==> src/rtl/fetch_stage.sv <==
// IF stage: PC register, single-outstanding instruction fetch, IF/ID pipeline register.
// Handles variable imem latency, decode stalls (hold buffer) and flush/redirect (drop flag).
//
// state  | meaning
// S_REQ  | request imem_addr=pc_o, wait for grant
// S_WAIT | granted, waiting for imem_rvalid (data dropped if drop_q set)
// S_HOLD | data captured in hold buffer, waiting for stall to release
module fetch_stage #(
    parameter logic [31:0] RESET_PC = 32'h0000_3000,
    parameter logic [31:0] EXC_PC   = 32'h0000_4180
) (
    input  logic        clk,
    input  logic        reset,
    input  logic [31:0] npc,
    input  logic        stall,
    input  logic        flush,
    input  logic [31:0] redirect_pc,
    output logic        imem_req,
    output logic [31:0] imem_addr,
    input  logic        imem_gnt,
    input  logic        imem_rvalid,
    input  logic [31:0] imem_rdata,
    output logic [31:0] pc_o,
    output logic        if_id_valid,
    output logic [31:0] if_id_instr,
    output logic [31:0] if_id_pc,
    output logic [31:0] if_id_pc8,
    output logic        if_id_adel,
    output logic        fetch_busy
);

    typedef enum logic [1:0] {S_REQ, S_WAIT, S_HOLD} state_e;

    // The exception vector is supplied by the pipeline; only sanity-check it here.
    if (EXC_PC[1:0] != 2'b00) begin : g_exc_pc_check
        $error("fetch_stage: EXC_PC must be word aligned");
    end

    state_e      state_q, state_d;
    logic [31:0] pc_q, pc_d;
    logic        mis_q, mis_d;
    logic        drop_q, drop_d;
    logic [31:0] hold_q, hold_d;
    logic        valid_q, valid_d;
    logic [31:0] instr_q, instr_d;
    logic [31:0] ipc_q, ipc_d;
    logic [31:0] ipc8_q, ipc8_d;
    logic        adel_q, adel_d;
    logic        deliver;
    logic [31:0] dlv_instr;

    always_comb begin
        state_d   = state_q;
        pc_d      = pc_q;
        mis_d     = mis_q;
        drop_d    = drop_q;
        hold_d    = hold_q;
        deliver   = 1'b0;
        dlv_instr = hold_q;

        case (state_q)
            S_REQ: begin
                if (!flush && imem_gnt) state_d = S_WAIT;
            end
            S_WAIT: begin
                if (imem_rvalid) begin
                    if (drop_q || flush) begin
                        drop_d  = 1'b0;
                        state_d = S_REQ;
                    end else if (!stall) begin
                        deliver   = 1'b1;
                        dlv_instr = imem_rdata;
                        state_d   = S_REQ;
                    end else begin
                        hold_d  = imem_rdata;
                        state_d = S_HOLD;
                    end
                end else if (flush) begin
                    drop_d = 1'b1;
                end
            end
            S_HOLD: begin
                if (flush) begin
                    state_d = S_REQ;
                end else if (!stall) begin
                    deliver = 1'b1;
                    state_d = S_REQ;
                end
            end
            default: state_d = S_REQ;
        endcase

        if (flush) begin
            pc_d  = {redirect_pc[31:2], 2'b00};
            mis_d = |redirect_pc[1:0];
        end else if (deliver) begin
            pc_d  = {npc[31:2], 2'b00};
            mis_d = |npc[1:0];
        end

        // flush beats stall; an unstalled cycle without delivery inserts a bubble
        valid_d = flush ? 1'b0 : (stall ? valid_q : deliver);
        instr_d = deliver ? dlv_instr : instr_q;
        ipc_d   = deliver ? pc_q : ipc_q;
        ipc8_d  = deliver ? pc_q + 32'd8 : ipc8_q;
        adel_d  = deliver ? mis_q : adel_q;
    end

    always_ff @(posedge clk or negedge reset) begin
        if (!reset) begin
            state_q <= S_REQ;
            pc_q    <= RESET_PC;
            mis_q   <= 1'b0;
            drop_q  <= 1'b0;
            hold_q  <= 32'd0;
            valid_q <= 1'b0;
            instr_q <= 32'd0;
            ipc_q   <= 32'd0;
            ipc8_q  <= 32'd0;
            adel_q  <= 1'b0;
        end else begin
            state_q <= state_d;
            pc_q    <= pc_d;
            mis_q   <= mis_d;
            drop_q  <= drop_d;
            hold_q  <= hold_d;
            valid_q <= valid_d;
            instr_q <= instr_d;
            ipc_q   <= ipc_d;
            ipc8_q  <= ipc8_d;
            adel_q  <= adel_d;
        end
    end

    assign imem_req    = (state_q == S_REQ) && !flush;
    assign imem_addr   = pc_q;
    assign pc_o        = pc_q;
    assign if_id_valid = valid_q;
    assign if_id_instr = instr_q;
    assign if_id_pc    = ipc_q;
    assign if_id_pc8   = ipc8_q;
    assign if_id_adel  = adel_q;
    assign fetch_busy  = (state_q != S_REQ);

endmodule

==> config.mk <==
export PLATFORM = sky130hd
export DESIGN_NAME = fetch_stage
export DESIGN_NICKNAME = d
export VERILOG_FILES = /design/src/rtl/fetch_stage.sv
export SDC_FILE = /design/constraint.sdc
export NUM_CORES = 1
export LEC_CHECK = 0
export BUFFER_PORTS_ARGS = -buffer_cell sky130_fd_sc_hd__buf_2
export CAP_MARGIN = 20
export CORE_ASPECT_RATIO = 0.7
export CORE_MARGIN = 8
export CORE_UTILIZATION = 45
export CTS_BUF_LIST = sky130_fd_sc_hd__clkbuf_16
export CTS_CLUSTER_DIAMETER = 120
export DETAILED_ROUTE_END_ITERATION = 6
export GPL_TIMING_DRIVEN = 0
export PLACE_DENSITY = 0.76
export SLEW_MARGIN = 25
export SYNTH_ARGS = -nofsm -noshare
export SYNTH_HDL_FRONTEND = slang
export SYNTH_SLANG_ARGS = --single-unit
==> constraint.sdc <==
create_clock -name clk -period 1.7 [get_ports clk]
set_input_delay 0.51 -clock clk [delete_from_list [all_inputs] [get_ports clk]]
set_output_delay 0.51 -clock clk [all_outputs]
set_load 0.01 [all_outputs]
# == Yosys cells after proc, flatten, opt, wreduce, memory -nomap -nowiden ==
# Index checks and enable logic that the tools add are counted.
# word_totals
ram_bits,0
romBits,0
latch_bits,0
input_bits,102
reg_bits,166
output_inout_bits,164
n_memories,0
# classes
add_sub_neg,1
eq_ne,7
shift,0
n_mul,0
magnitude_cmp,0
mux,25
n_bitwise,1
reduce_logical,13
div,0
# ops
cell,count
2-to-1 mux 32 bit,6
"adder 32 x 4 -> 32 bit, second input constant",1
2-to-1 mux 2 bit,6
2-to-1 mux 1 bit,11
one-hot mux 2 bit (3 select lines),1
AND reduction 3 bit,2
nonzero test 2 bit,3
"!= test 2 x 1 -> 1 bit, second input constant",2
"!= test 2 bit, second input constant",2
AND reduction 4 bit,1
OR reduction 2 bit,2
"!= test 3 bit, second input constant",1
"equality test 2 x 1 -> 1 bit, second input constant",1
"equality test 2 bit, second input constant",1
logical AND 1 bit,2
logical NOT 2 bit,1
one-hot mux 1 bit (2 select lines),1
logical NOT 1 bit,1
logical OR 1 bit,1
NOT 1 bit,1

# == Longest topological paths before layout ==
# depth
word_depth,6
depth_mapped,9
ltp_nobuf,6

# == Least setup slack after synthesis ==
# OpenSTA, ideal clock, no wires.
# synth_path
kind,reg-to-reg
startpoint,register state_q[1]
endpoint,register hold_q[0]
t_arrival_ns,1.719
setup_ns,0.125
t_required_ns,1.575
path_slack_ns,-0.144
stages_incl_launch_ff,8
n_path_buf,2
path_cell_list,dfrtp_1 -> inv_1 -> ha_1 -> and3b_1 -> and2_1 -> clkbuf_1 -> buf_2 -> mux2_2
# synth_via
elab_chain_len,2
# synth_lines
item,line_no,rtl
from (decl),39,"state_e state_q, state_d;"
from (signal assigned),122,state_q <= state_d;
equality test 2 x 1 -> 1 bit,61,case (state_q)
AND reduction 4 bit (no line),--,
to (signal assigned),126,hold_q <= hold_d;
to (decl),43,"logic [31:0] hold_q, hold_d;"
# No other way between the ends.
# A chain may end at the register's enable or synchronous reset.

# == Worst setup path after layout ==
# layout_path
startpoint,register pc_q[12] (netlist: imem_addr[12])
endpoint,register ipc8_q[23] (netlist: if_id_pc8[23])
# layout_via
elab_chain_len,1
# layout_lines
item,line_no,rtl
from (decl),40,"logic [31:0] pc_q, pc_d;"
from (signal assigned),123,pc_q <= pc_d;
adder 32 x 4 -> 32 bit,105,ipc8_d = deliver ? pc_q + 32'd8 : ipc8_q;
to (signal assigned),130,ipc8_q <= ipc8_d;
to (decl),47,"logic [31:0] ipc8_q, ipc8_d;"
# No other way between the ends.

==> metrics.csv <==
stage,metric,value,unit
die,Starting Density,0.457,
synth,dominant register cell in the synthesized netlist,dfrtp_1,
detailed_routing,DRC violations left,0,
clocking,CTS tree,built,
synth,Post-Synth Simple-Gate Area,0.143,
placement,dpl cells,1195,
setup_path,CP cell instances,buf_6 -> and4_4 -> nand4_1 -> clkbuf_8 -> or3_1 -> a31oi_1,
run,Max Cap Violations,0,
synth,Cell variety after synth,48,
setup_path,CP Launch Type,flip-flop,
clocking,# clock sinks,159,
placement,GPL Wtd Cong,0.806,
min_path,Hold Crit Class,in -> async,
synth,"Warnings, synthesis",0,
sta,measured slew at the worst slew-check pin,573,ps
synth,xor-xnor portion of the synthesized cell area,0.0154,
sta,PnR worst setup slack,-262,ps
placement,PortBufs,257,
global_routing,largest net degree at the start of global routing,89,
power_and_ir_drop,Leakage Power,6.17,nW
global_routing,antenna violations before repair,2,
finish,layout overhead on the synthesized area,58.7,%
die,die area,0.0209,mm^2
die,Die Width,169,um
setup_path,worst-path maximum fanout,7,
sta,Hold WS,28.5,ps
run_status,outcome,finished with violations,
detailed_routing,"antenna viol nets, final",0,
detailed_routing,Vias,6976,
clocking,deepest clock path buffer count,2,
power_and_ir_drop,maximum VDD drop,0.748,mV
sta,post-layout min period,1960,ps
sta,final slew viol count,0,
sta,fin crit share,1.15,
placement,DPL Wire Length,16900,um
power_and_ir_drop,total power,16.1,mW
run_status,failing checks,setup timing,
detailed_routing,Starting DRT DRC Count,539,
setup_path,Crit. End Element,flip-flop,
power_and_ir_drop,P per Cell Area,1370,mW/mm^2
die,cell row count,39,
global_routing,total grt overflow,0,
synth,Synth Cell Area,0.00741,mm^2
setup_path,Reg2Reg Depth,6,
setup_path,Worst Path Required,2040,ps
global_routing,GRT Total Usage,0.239,
synth,"EDFF count, synth",0,
global_routing,first-pass GRT wire length,38600,um
finish,"commonest non-fill, non-tap cell in the layout",buf_2,
placement,post-place setup slack,-854,ps
synth,post-synthesis compound-gate area fraction,0.127,
clocking,H-Tree Depth,4,
synth,Mapped Cells,705,
synth,largest family of logic cells by synthesized area,simple AND/OR/NAND/NOR gates,
finish,share of post-route cells with drive strength above 1,0.600,
die,total core area,0.0162,mm^2
synth,mux cell area share after synthesis,0.0919,
clocking,Clock Latency Late Sink,440,ps
detailed_routing,DR pass1 iterations,5,
finish,# nets final,1166,
setup_path,critical path type,reg -> reg,
synth,Yosys reg bits,159,
synth,Synth Area in Adders,0.00844,
synth,Async SR Flop Fraction,1.00,
synth,post-synthesis area per instance,10.5,um^2
detailed_routing,total wire length,27500,um
clocking,CTS Root Cell,clkbuf_16,
die,Die Height,123,um
sta,max_slew headroom,0.618,
detailed_routing,mean routed wirelength per cell,21.2,um
setup_path,slowest CP cell,dfstp_2,
synth,sequential area share after synthesis,0.537,
detailed_routing,drt via density,5.37,
finish,"Core Util, Final",0.726,
sta,RSZ-0062 raised after global routing,yes,
clocking,CTS Buf Count,17,
finish,"commonest non-fill, non-tap cells in the layout","buf_2 (253), dfrtp_1 (137), buf_4 (73)",
global_routing,vias in the first global route,6806,
sta,fmax,0.510,GHz
sta,Hold Fails Final Rpt,0,
die,io pins,266,
clocking,"CTS clk-pin slew, worst paths",80,ps
setup_path,Worst EP arrival,2310,ps
finish,final cell count without fillers,1298,
sta,Final setup viols,165,
sta,clk_skew,12.9,ps
setup_path,max incr delay on CP,550,ps
-- routing by layer --
layer / vias to the layer above / share of wire / GRT usage / wire length, um
li1: 3149 / - / - / -
met1: 3494 / 0.43 / 0.318 / 11700
met2: 301 / 0.48 / 0.385 / 13100
met3: 30 / 0.084 / 0.0628 / 2310
met4: 2 / 0.013 / 0.0612 / 347
met5: - / 0.00036 / 0 / 10
-- where the power goes --
group	switching, mW	internal [mW]
combinational	2.90	3.17
clock	1.81	2.10
sequential	1.08	5.10
total	5.78	10.4
-- final timing paths --
check	start	endpoint	slack (ps)
min in group clk	imem_rvalid	drop_q	290
max in group asynchronous	reset	imem_addr[25]	780
setup reg to reg	imem_addr[12]	if_id_pc8[23]	-260
hold reg to reg	if_id_pc8[18]	if_id_pc8[18]	470
hold / removal	reset	if_id_instr[13]	30
setup / recovery	imem_addr[12]	if_id_pc8[23]	-260
-- cells by family after synthesis --
| logic type | Yosys count |
|---|---|
| adders and majority gates | 5 |
| and+or+nand+nor | 230 |
| buffers and inverters | 91 |
| AOI/OAI and AO/OA | 142 |
| other | 1 |
| DFF | 159 |
| xor gates and xnor gates | 13 |
| muxes | 64 |
-- Yosys cell counts (2+ instances only) --
cell type | instances | area (um^2)
a211o_1 | 2 | 17.5
a21o_1 | 27 | 203
a21oi_1 | 2 | 10.0
a221o_1 | 3 | 30.0
a22o_1 | 27 | 236
a31oi_1 | 12 | 75.1
and2_1 | 3 | 18.8
and3_1 | 2 | 12.5
and4_1 | 5 | 43.8
and4_2 | 3 | 30.0
buf_2 | 25 | 125
buf_4 | 42 | 315
buf_6 | 2 | 22.5
clkbuf_1 | 13 | 48.8
clkbuf_8 | 2 | 27.5
dfrtp_1 | 157 | 3930
dfstp_2 | 2 | 52.6
ha_1 | 5 | 62.6
inv_1 | 7 | 26.3
mux2_2 | 31 | 349
mux2i_1 | 32 | 320
nand2_1 | 151 | 567
nand3_1 | 12 | 60.1
nand4_1 | 10 | 62.6
nand4b_1 | 3 | 26.3
nor2_1 | 16 | 60.1
nor3_1 | 5 | 25.0
nor4_1 | 3 | 18.8
o21ai_0 | 62 | 310
o31ai_1 | 3 | 22.5
or3_1 | 6 | 37.5
or4_1 | 3 | 22.5
xnor2_1 | 7 | 61.3
xor2_1 | 6 | 52.6
-- sequential cells by signal (all words and copies together), names as in the netlist --
register	cells
drop_q	1
hold_q	32
if_id_adel	1
if_id_instr	32
if_id_pc	30
if_id_pc8	29
if_id_valid	1
imem_addr	30
mis_q	1
state_q	2
-- metrics by stage --
stage	TNS, ps	area [um^2]
floorplan	-44.0	7500
global placement	-415610	9070
detailed placement	-54750	9110
CTS	-17810	10800
global route	-33700	11800
finish	-21970	11800
-- area by class of cell --
type	count	area, um^2
antenna	1	2.50
clock inverter	15	168
sequential	159	4010
fill	1152	4440
inverter	7	28.8
multi-input combinational	462	3630
timing repair buffer	331	2330
tap	225	282
clock buffer	17	425
buffer	81	877
-- critical path: cells and delay by family (launching register included) --
kind	cells	cell delay (ps)
AO/OA/AOI/OAI	1	170
buffers and inverters	2	360
flip-flops	1	550
AND/OR/NAND/NOR	3	800
-- what timing repair did --
item                       4_1_cts  5_1_grt
setup buffers                   45       10
setup endpoints to repair      180      174
pin swaps                       19      112
resized for setup              163      251
hold buffers                     0        0
gates cloned                    10       11
(Power assumes the default switching activity.)
